[config.mk]
export PLATFORM = sky130hd
export DESIGN_NAME = tour_cmd_sequencer
export DESIGN_NICKNAME = d
export VERILOG_FILES = /design/src/rtl/tour_pkg.sv /design/src/rtl/tour_cmd_fifo.sv /design/src/rtl/tour_cmd_sequencer.sv
export SDC_FILE = /design/constraint.sdc
export NUM_CORES = 1
export LEC_CHECK = 0
export ABC_CLOCK_PERIOD_IN_PS = 5300
export CORE_UTILIZATION = 33
export DETAILED_ROUTE_END_ITERATION = 10
export GPL_TIMING_DRIVEN = 0
export SETUP_SLACK_MARGIN = 0.05
export SLEW_MARGIN = 20
export SYNTH_ARGS = -nofsm -noshare
export SYNTH_HDL_FRONTEND = slang
export SYNTH_HIERARCHICAL = 1
export SYNTH_SLANG_ARGS = --single-unit
export TNS_END_PERCENT = 10
[constraint.sdc]
create_clock -name clk_i -period 5.3 [get_ports clk_i]
set_clock_uncertainty 0.15 [all_clocks]
set_input_delay 1.06 -clock clk_i [delete_from_list [all_inputs] [get_ports clk_i]]
set_output_delay 1.06 -clock clk_i [all_outputs]
set_load 0.02 [all_outputs]
[src/rtl/tour_pkg.sv]
// rtl/tour_pkg.sv - shared constants and types for the tour command sequencer
// Purpose: Knight command opcodes, heading codes, the positive-ack byte,
//          the sequencer state enum and the error-code enum.
// Ports:   none (package).
package tour_pkg;

  localparam logic [7:0]  ACK_RESP = 8'hA5;

  localparam logic [15:0] CAL_GYRO = 16'h2000;
  localparam logic [3:0]  MOVE     = 4'h4;
  localparam logic [3:0]  MOVE_FAN = 4'h5;

  localparam logic [7:0]  HDG_NORTH = 8'h00;
  localparam logic [7:0]  HDG_WEST  = 8'h3F;
  localparam logic [7:0]  HDG_SOUTH = 8'h7F;
  localparam logic [7:0]  HDG_EAST  = 8'hBF;

  typedef enum logic [2:0] {
    S_IDLE,
    S_SEND,
    S_WAIT_SNT,
    S_WAIT_RESP,
    S_ERR
  } seq_state_t;

  typedef enum logic [1:0] {
    ERR_NONE = 2'd0,
    ERR_NAK  = 2'd1,
    ERR_TMO  = 2'd2,
    ERR_OVF  = 2'd3
  } err_code_t;

endpackage

[src/rtl/tour_cmd_fifo.sv]
// rtl/tour_cmd_fifo.sv - DEPTH x 16 command FIFO with flush and head lookahead
// Purpose: holds queued Knight commands; exposes the head entry and the entry
//          behind it so the sequencer can load the next command on the same
//          clock it pops the current one.
// Ports:   clk_i, rst_n_i (async active-low), flush_i (empties FIFO),
//          push_i/data_i (enqueue), pop_i (dequeue head),
//          head_o (current head), next_o (entry after head),
//          full_o, empty_o, cnt_o (entries queued).
module tour_cmd_fifo #(
  parameter  int DEPTH = 8,
  localparam int AW    = $clog2(DEPTH),
  localparam int CW    = AW + 1
) (
  input  logic          clk_i,
  input  logic          rst_n_i,
  input  logic          flush_i,
  input  logic          push_i,
  input  logic [15:0]   data_i,
  input  logic          pop_i,
  output logic [15:0]   head_o,
  output logic [15:0]   next_o,
  output logic          full_o,
  output logic          empty_o,
  output logic [CW-1:0] cnt_o
);

  logic [15:0]   mem_q [DEPTH];
  logic [AW-1:0] wr_ptr_q;
  logic [AW-1:0] rd_ptr_q;
  logic [CW-1:0] cnt_q;
  logic          do_push;
  logic          do_pop;

  assign full_o  = (cnt_q == CW'(DEPTH));
  assign empty_o = (cnt_q == '0);
  assign do_pop  = pop_i & ~empty_o & ~flush_i;
  // A pop on the same clock frees a slot, so a push into a full FIFO still lands.
  assign do_push = push_i & ~flush_i & (~full_o | do_pop);
  assign head_o  = mem_q[rd_ptr_q];
  assign next_o  = mem_q[rd_ptr_q + AW'(1)];
  assign cnt_o   = cnt_q;

  always_ff @(posedge clk_i or negedge rst_n_i) begin
    if (!rst_n_i) begin
      wr_ptr_q <= '0;
      rd_ptr_q <= '0;
      cnt_q    <= '0;
    end else if (flush_i) begin
      wr_ptr_q <= '0;
      rd_ptr_q <= '0;
      cnt_q    <= '0;
    end else begin
      if (do_push) wr_ptr_q <= wr_ptr_q + AW'(1);
      if (do_pop)  rd_ptr_q <= rd_ptr_q + AW'(1);
      if (do_push && !do_pop) cnt_q <= cnt_q + CW'(1);
      if (do_pop && !do_push) cnt_q <= cnt_q - CW'(1);
    end
  end

  always_ff @(posedge clk_i) begin
    if (do_push) mem_q[wr_ptr_q] <= data_i;
  end

endmodule

[src/rtl/tour_cmd_sequencer.sv]
// rtl/tour_cmd_sequencer.sv - plays a queued Knight tour out to RemoteComm one ack at a time
// Purpose: buffers 16-bit commands, sends each with a 1-clk snd_cmd strobe,
//          waits for cmd_snt then the 0xA5 ack, and reports done/err/counts.
//          Build option SEQ_RETRY_EN: a timed-out command is resent up to
//          MAX_RETRY times before the error is raised.
// Ports:   clk_i, rst_n_i (async active-low); wr_en_i/wr_cmd_i (enqueue);
//          start_i, abort_i (control); cmd_o/snd_cmd_o, cmd_snt_i,
//          resp_rdy_i/resp_i (RemoteComm handshake); busy_o, done_o, err_o,
//          err_code_o, fifo_cnt_o, acked_cnt_o (status).
module tour_cmd_sequencer
  import tour_pkg::*;
#(
  parameter  int DEPTH     = 8,
  parameter  int TMO_CLKS  = 30_000_000,
  parameter  int MAX_RETRY = 2,
  localparam int CW        = $clog2(DEPTH) + 1
) (
  input  logic          clk_i,
  input  logic          rst_n_i,
  input  logic          wr_en_i,
  input  logic [15:0]   wr_cmd_i,
  input  logic          start_i,
  input  logic          abort_i,
  output logic [15:0]   cmd_o,
  output logic          snd_cmd_o,
  input  logic          cmd_snt_i,
  input  logic          resp_rdy_i,
  input  logic [7:0]    resp_i,
  output logic          busy_o,
  output logic          done_o,
  output logic          err_o,
  output logic [1:0]    err_code_o,
  output logic [CW-1:0] fifo_cnt_o,
  output logic [7:0]    acked_cnt_o
);

  localparam int TW = $clog2(TMO_CLKS);

  seq_state_t    state_q;
  err_code_t     err_code_q;
  logic [15:0]   cmd_q;
  logic          snd_q;
  logic          done_q;
  logic          err_q;
  logic [7:0]    acked_q;
  logic [TW-1:0] tmo_q;

  logic [15:0]   fifo_head;
  logic [15:0]   fifo_next;
  logic          fifo_full;
  logic          fifo_empty;
  logic [CW-1:0] fifo_cnt;

  logic          ack_d;
  logic          pop_d;
  logic          ovf_d;
  logic          more_d;
  logic [15:0]   next_cmd_d;
  logic          tmo_hit_d;

`ifdef SEQ_RETRY_EN
  localparam int RW = (MAX_RETRY < 2) ? 1 : $clog2(MAX_RETRY + 1);
  logic [RW-1:0] retry_q;
`else
  logic unused_max_retry;
  assign unused_max_retry = (MAX_RETRY != 0);
`endif

  assign ack_d     = resp_rdy_i & (resp_i == ACK_RESP);
  assign pop_d     = (state_q == S_WAIT_RESP) & ack_d & ~abort_i;
  assign ovf_d     = wr_en_i & fifo_full & ~pop_d & ~abort_i;
  assign tmo_hit_d = (tmo_q == TW'(TMO_CLKS - 1));
  // After popping the head, the next command is the entry behind it, or the
  // command being written this very clock when the head was the last entry.
  assign more_d     = (fifo_cnt > CW'(1)) | wr_en_i;
  assign next_cmd_d = (fifo_cnt > CW'(1)) ? fifo_next : wr_cmd_i;

  tour_cmd_fifo #(.DEPTH(DEPTH)) u_fifo (
    .clk_i   (clk_i),
    .rst_n_i (rst_n_i),
    .flush_i (abort_i),
    .push_i  (wr_en_i),
    .data_i  (wr_cmd_i),
    .pop_i   (pop_d),
    .head_o  (fifo_head),
    .next_o  (fifo_next),
    .full_o  (fifo_full),
    .empty_o (fifo_empty),
    .cnt_o   (fifo_cnt)
  );

  // snd_q is raised on the transition into S_SEND, so the strobe is high for
  // exactly the one clock spent in S_SEND and cmd_q is already valid.
  always_ff @(posedge clk_i or negedge rst_n_i) begin
    if (!rst_n_i) begin
      state_q    <= S_IDLE;
      err_code_q <= ERR_NONE;
      cmd_q      <= '0;
      snd_q      <= 1'b0;
      done_q     <= 1'b0;
      err_q      <= 1'b0;
      acked_q    <= '0;
      tmo_q      <= '0;
`ifdef SEQ_RETRY_EN
      retry_q    <= '0;
`endif
    end else begin
      snd_q  <= 1'b0;
      done_q <= 1'b0;
      if (abort_i) begin
        state_q    <= S_IDLE;
        err_q      <= 1'b0;
        err_code_q <= ERR_NONE;
        tmo_q      <= '0;
`ifdef SEQ_RETRY_EN
        retry_q    <= '0;
`endif
      end else begin
        case (state_q)
          S_IDLE, S_ERR: begin
            if (start_i) begin
              err_q      <= 1'b0;
              err_code_q <= ERR_NONE;
              acked_q    <= '0;
`ifdef SEQ_RETRY_EN
              retry_q    <= '0;
`endif
              if (fifo_empty) begin
                state_q <= S_IDLE;
                done_q  <= 1'b1;
              end else begin
                state_q <= S_SEND;
                cmd_q   <= fifo_head;
                snd_q   <= 1'b1;
              end
            end
          end
          S_SEND: state_q <= S_WAIT_SNT;
          S_WAIT_SNT: begin
            if (cmd_snt_i) begin
              state_q <= S_WAIT_RESP;
              tmo_q   <= '0;
            end
          end
          S_WAIT_RESP: begin
            if (resp_rdy_i) begin
              if (ack_d) begin
                if (acked_q != 8'hFF) acked_q <= acked_q + 8'd1;
`ifdef SEQ_RETRY_EN
                retry_q <= '0;
`endif
                if (more_d) begin
                  state_q <= S_SEND;
                  cmd_q   <= next_cmd_d;
                  snd_q   <= 1'b1;
                end else begin
                  state_q <= S_IDLE;
                  done_q  <= 1'b1;
                end
              end else begin
                state_q    <= S_ERR;
                err_q      <= 1'b1;
                err_code_q <= ERR_NAK;
              end
            end else if (tmo_hit_d) begin
`ifdef SEQ_RETRY_EN
              if (retry_q < RW'(MAX_RETRY)) begin
                retry_q <= retry_q + RW'(1);
                state_q <= S_SEND;
                cmd_q   <= fifo_head;
                snd_q   <= 1'b1;
              end else begin
                state_q    <= S_ERR;
                err_q      <= 1'b1;
                err_code_q <= ERR_TMO;
              end
`else
              state_q    <= S_ERR;
              err_q      <= 1'b1;
              err_code_q <= ERR_TMO;
`endif
            end else begin
              tmo_q <= tmo_q + TW'(1);
            end
          end
          default: state_q <= S_IDLE;
        endcase
      end
      // Overflow is flagged without disturbing playback.
      if (ovf_d) begin
        err_q      <= 1'b1;
        err_code_q <= ERR_OVF;
      end
    end
  end

  assign cmd_o       = cmd_q;
  assign snd_cmd_o   = snd_q;
  assign busy_o      = (state_q == S_SEND) | (state_q == S_WAIT_SNT) | (state_q == S_WAIT_RESP);
  assign done_o      = done_q;
  assign err_o       = err_q;
  assign err_code_o  = err_code_q;
  assign fifo_cnt_o  = fifo_cnt;
  assign acked_cnt_o = acked_q;

endmodule

# After elaboration in Yosys (flattened, before gate mapping)

Memories as Yosys holds them, arrays and structs flattened.
Index checks and enable logic that the tools add are counted.

Bits in registers: 67
RAM bits: 128
Input port bits: 31
Output and inout bits: 34
Memories kept: 1

Memories:

| name         | depth | bits a word | rd ports | clocked after memory_dff | write ports | line                | RTL |
|---|---|---|---|---|---|---|---|
| u_fifo.mem_q | 8     | 16          | 2        | 0                        | 1           | tour_cmd_fifo.sv:27 | `logic [15:0] mem_q [DEPTH];` |

$add $sub $neg: 6
Order comparisons: 1
Eq/ne operators: 22
Multiplexer cells: 63
Bitwise gates (word level): 18
Reduce and logical (&&, ||, !) cells: 18

Operator list:

| operator                                      | number |
|---|---|
| two-way mux 25 bit                            | 4 |
| two-way mux 16 bit                            | 6 |
| one-hot mux 25 bit (2 select lines)           | 1 |
| two-way mux 8 bit                             | 4 |
| one-hot mux 16 bit (2 select lines)           | 1 |
| two-way mux 3 bit                             | 10 |
| adder 25 x 1 -> 25 bit, second input constant | 1 |
| == test 25 bit, second input constant         | 1 |
| two-way mux 1 bit                             | 22 |
| one-hot mux 8 bit (2 select lines)            | 1 |
| two-way mux 2 bit                             | 6 |
| two-way mux 4 bit                             | 3 |
| inequality test 3 bit, second input constant  | 4 |
| one-hot mux 3 bit (4 select lines)            | 1 |
| AND 1 bit                                     | 10 |
| inequality test 2 bit, second input constant  | 5 |
| inequality test 5 bit, second input constant  | 2 |
| adder 8 x 1 -> 8 bit, second input constant   | 1 |
| == test 8 bit, second input constant          | 1 |
| inequality test 4 bit, second input constant  | 2 |
| inequality test 8 bit, second input constant  | 1 |
| AND reduction 4 bit                           | 2 |
| AND reduction 7 bit                           | 1 |
| adder 3 x 1 -> 3 bit, second input constant   | 2 |
| 22 further kinds                              | 36 |

# Longest topological paths before layout

Word-level depth: 12
Depth in mapped cells: 11
Gate-level depth less buffers: 10

# Cells and area by module

Netlist, hierarchy kept.

Modules (own cells, without submodules):

| module             | times used | cells each | area each (um^2) |
|---|---|---|---|
| tour_cmd_fifo      | 1          | 320        | 6570.1 |
| tour_cmd_sequencer | 1          | 381        | 3358.2 |

# Least setup slack after synthesis

Ideal clock, no wire load.

Path type: input -> register
Start: input abort_i
End: memory u_fifo.mem_q[0][0] (enable)
Library setup time: 436 ps
Data arrival time: 3847 ps
Required time: 4714 ps
Path slack: 867 ps
Cell stages on the path: 6
Path buffers: 0
Cell sequence: and4bb_2 -> nand4_1 -> inv_1 -> nand2b_1 -> o21ai_4 -> nor4b_1

Word-level cells in the longest chain between the ends: 8
Elaborated cells between the ends (all ways): 9
Classes of those cells: 2 x mux; 7 x bitwise

Ends and longest elaborated chain:

| item                                    | line                     | RTL |
|---|---|---|
| from (decl)                             | tour_cmd_sequencer.sv:23 | `input logic abort_i,` |
| NOT 1 bit (no source line)              | n/a                      |  |
| AND 1 bit                               | tour_cmd_sequencer.sv:70 | `assign pop_d = (state_q == S_WAIT_RESP) & ack_d & ~abort_i;` |
| named net pop_d                         | tour_cmd_sequencer.sv:55 | `logic pop_d;` |
| AND 1 bit (2 in series)                 | tour_cmd_fifo.sv:36      | `assign do_pop = pop_i & ~empty_o & ~flush_i;` |
| bitwise OR 1 bit                        | tour_cmd_fifo.sv:38      | `assign do_push = push_i & ~flush_i & (~full_o \| do_pop);` |
| AND 1 bit                               | tour_cmd_fifo.sv:38      |  |
| two-way mux 1 bit                       | tour_cmd_fifo.sv:61      | `if (do_push) mem_q[wr_ptr_q] <= data_i;` |
| two-way mux 1 bit (implied by the code) | tour_cmd_fifo.sv:61      |  |
| to (decl)                               | tour_cmd_fifo.sv:27      |  |

The timed path passes the listed nets, and every way through them passes these cells.

# Worst setup path in the final report

Start: input abort_i
End: memory u_fifo.mem_q[2][13] (enable)

The elaborated chain is that of the path after synthesis.

==> metrics <==
outcome=finished, final reports clean; vias per cell=5.40; final core occ=0.399; Peak VDD IR=roughly 0.24 mV; Inserted Diodes=0; Tot Pwr=~3.6 mW; Period minus WS final=4.49 ns; CTS Hold Bufs=0; TritonCTS buffer count=17; Final Cell Area=around 0.012 sq mm; final period utilization=0.847; largest net degree at the start of global routing=36; max_slew headroom=0.393; Setup crit end=u_fifo/mem_q[2][13]$_DFFE_PP_; most common cell in the synthesized netlist=edfxtp_1; EDFF count, synth=128; Setup Buffers After CTS=0; vias in the first global route=6653; Clock Tree Root=clkbuf_16; clock share of power=0.360; Pwr Density=between 300 and 400 mW/mm^2; Die ar.=0.0308 sq mm; Post-Syn Nets=roughly 740; Final setup viols=0; clk sinks=a little under 200; top cells by area, synth=edfxtp_1, dfrtp_1, mux4_2, mux4_1, mux2_2; Pleak=4.29 nW; max-cap violations=0; port bufs=64; drt first pass iters=5; core box area=roughly 0.030 sq mm; cell count after synthesis=701; Congestion Overflow GR=0; setup slack after layout=0.810 ns; cell taking the most area after synthesis=edfxtp_1; Logic pwr share=0.148; Synth Warn #=6; # resized after CTS=0; FFs w/ async S/R, synth=0.344; Hold WC Path Type=flop to flop; Slew @ Worst Pin=0.888 ns; share of cells above drive strength 1=0.221; I/O Pins=65; setup_tns=0 ns; Initial Utilization=0.335; Mean Syn Cell Area=14.2 sq um; first-pass GRT wire length=38600 um; Max clock buf depth=2; unrepaired setup endpoints after global routing=false; Synth-to-Final Area Change=19.0%; register share of total power=0.491; fin. max-slew vios=0; Top FF cell, synth=edfxtp_1; startpoint types=input pin; nets=836; # rows=63; HPWL after detailed placement=~17000 um; H-tree levels=4; Antenna Nets Post-Route=0; Skew-Pair Late Insertion Delay=0.45 ns; worst-path fanout max=10; clock slew at reported path FFs=approximately 0.070 ns; Worst setup EP type=flop; Crit path required time=between 5 and 6 ns; drt wl/cell=20.5 um; initial drt markers=440; worst hold slack=0.330 ns; Fmax=around 220 MHz; Critical Path Start=abort_i; Non-Filler Instances=1201; sequential area share after synthesis=0.556; worst r2r dst=u_fifo/mem_q[2][13]$_DFFE_PP_; cell area after synthesis=0.00993 sq mm; DRC=0; Yosys cell types=70; area share of the largest cell type after synthesis=0.387; critical path class=input pin to flop; most frequent cells after synthesis=edfxtp_1, dfrtp_1, nor2_1; Seq cells post-synth=195; Die H=175 um; CP cell instances=clkdlybuf4s50_1, and4bb_2, nand4_1, inv_1, nand2b_1, o211ai_1, nor4_2, buf_4, buf_4; Cell Count Post-Placement=1169; Reg2Reg Depth=8; Worst EP arrival=4.50 ns; Switching Fraction=0.277; Placed Instance Area=about 0.011 sq mm; Most Frequent Cell on Critical Path=buf_4; Reg-to-Reg Start=state_q[2]$_DFFE_PN0P_; P_int=2.63 mW; final hold vios=0; r2r setup slk=approximately 1.7 ns; antenna violations before repair=1; Place WS=about 0.34 ns; CP max stage cell=clkdlybuf4s50_1; Final GP Congestion=0.809; Net Sw Power=1.00 mW; CP peak stage delay=about 0.66 ns; CTS tree=done; Routed WL=24700 um; DIE WIDTH=175 um; via count=between 6000 and 7000; Tot GR Track Use=0.167
## logic make-up after synthesis
logic type | synth area share
flops | 0.556
simple gates | 0.106
mux | 0.210
compound gates | 0.0711
buf+inv | 0.0310
xor+xnor | 0.0166
fa+ha+maj | 0.00958
## worst max-delay path, delay by kind of cell
| kind | cells | cell delay (ns) |
|---|---|---|
| AOI/OAI and AO/OA | 1 | 0.28 |
| buffers and inverters | 4 | 1.45 |
| and+or+nand+nor | 4 | 1.71 |
## how the worst min path moves through the flow
| stage | from | end | slack [ns] | cells past startpoint |
|---|---|---|---|---|
| 3_3_place_gp | cmd_o[9]$_DFFE_PN0P_ | cmd_o[9]$_DFFE_PN0P_ | 0.32 | 2 |
| 2_1_floorplan | tmo_q[0]$_DFFE_PN0P_ | tmo_q[0]$_DFFE_PN0P_ | 0.34 | 1 |
| 3_5_place_dp | cmd_o[9]$_DFFE_PN0P_ | cmd_o[9]$_DFFE_PN0P_ | 0.32 | 2 |
| 4_1_cts | cmd_o[9]$_DFFE_PN0P_ | cmd_o[9]$_DFFE_PN0P_ | 0.34 | 2 |
| 5_1_grt | cmd_o[9]$_DFFE_PN0P_ | cmd_o[9]$_DFFE_PN0P_ | 0.39 | 2 |
| 6_report | cmd_o[9]$_DFFE_PN0P_ | cmd_o[9]$_DFFE_PN0P_ | 0.33 | 2 |
## power groups by stage
stage / sequential [mW] / combinational, mW / clock, mW
detailed placement: 1.82 / 0.545 / 0
global placement: 1.82 / 0.530 / 0
floorplan: 1.87 / 0.207 / 0
global route: 1.80 / 0.591 / 1.39
CTS: 1.79 / 0.547 / 1.34
finish: 1.78 / 0.539 / 1.31
## registers in the layout, summed over array words and instances (netlist names)
name	count
u_fifo/rd_ptr_q	3
err_o	1
u_fifo/mem_q	128
tmo_q	25
u_fifo/wr_ptr_q	3
snd_cmd_o	1
cmd_o	16
state_q	3
err_code_o	2
u_fifo/cnt_o	4
done_o	1
acked_cnt_o	8
## placed cells by master, fill, tap and decap left out, drive strengths merged, types with 4 or more instances in the layout
| cell type | count |
|---|---|
| nor4 | 7 |
| or3 | 7 |
| clkinv | 5 |
| dfrtp | 67 |
| inv | 13 |
| a31oi | 6 |
| a21oi | 29 |
| mux2 | 32 |
| nor2 | 61 |
| nand2b | 5 |
| o21ai | 40 |
| ha | 6 |
| nand3 | 19 |
| buf | 42 |
| nor2b | 5 |
| nor3 | 12 |
| and3 | 11 |
| mux2i | 22 |
| o2111ai | 4 |
| o211ai | 11 |
| edfxtp | 128 |
| mux4 | 64 |
| clkdlybuf4s50 | 63 |
| nand2 | 45 |
| clkbuf | 32 |
| xor2 | 14 |
| xnor2 | 4 |
| nand4 | 9 |
## layout make-up
cell class	count	area (sq um)
Clock buffer	18	429
Tap cell	390	488
Buffer	41	285
Sequential cell	195	5520
Fill cell	2797	17800
Multi-Input combinational cell	459	4150
Clock inverter	14	164
Timing Repair Buffer	78	763
Inverter	6	22.5
## layer usage
layer | GRT usage | up-vias | wire (um)
li1 | - | 2958 | -
met1 | 0.219 | 3326 | 10900
met2 | 0.282 | 167 | 12200
met3 | 0.0333 | 29 | 1270
met4 | 0.0417 | 2 | 267
met5 | 0 | - | 9
(Power assumes the default switching activity.)
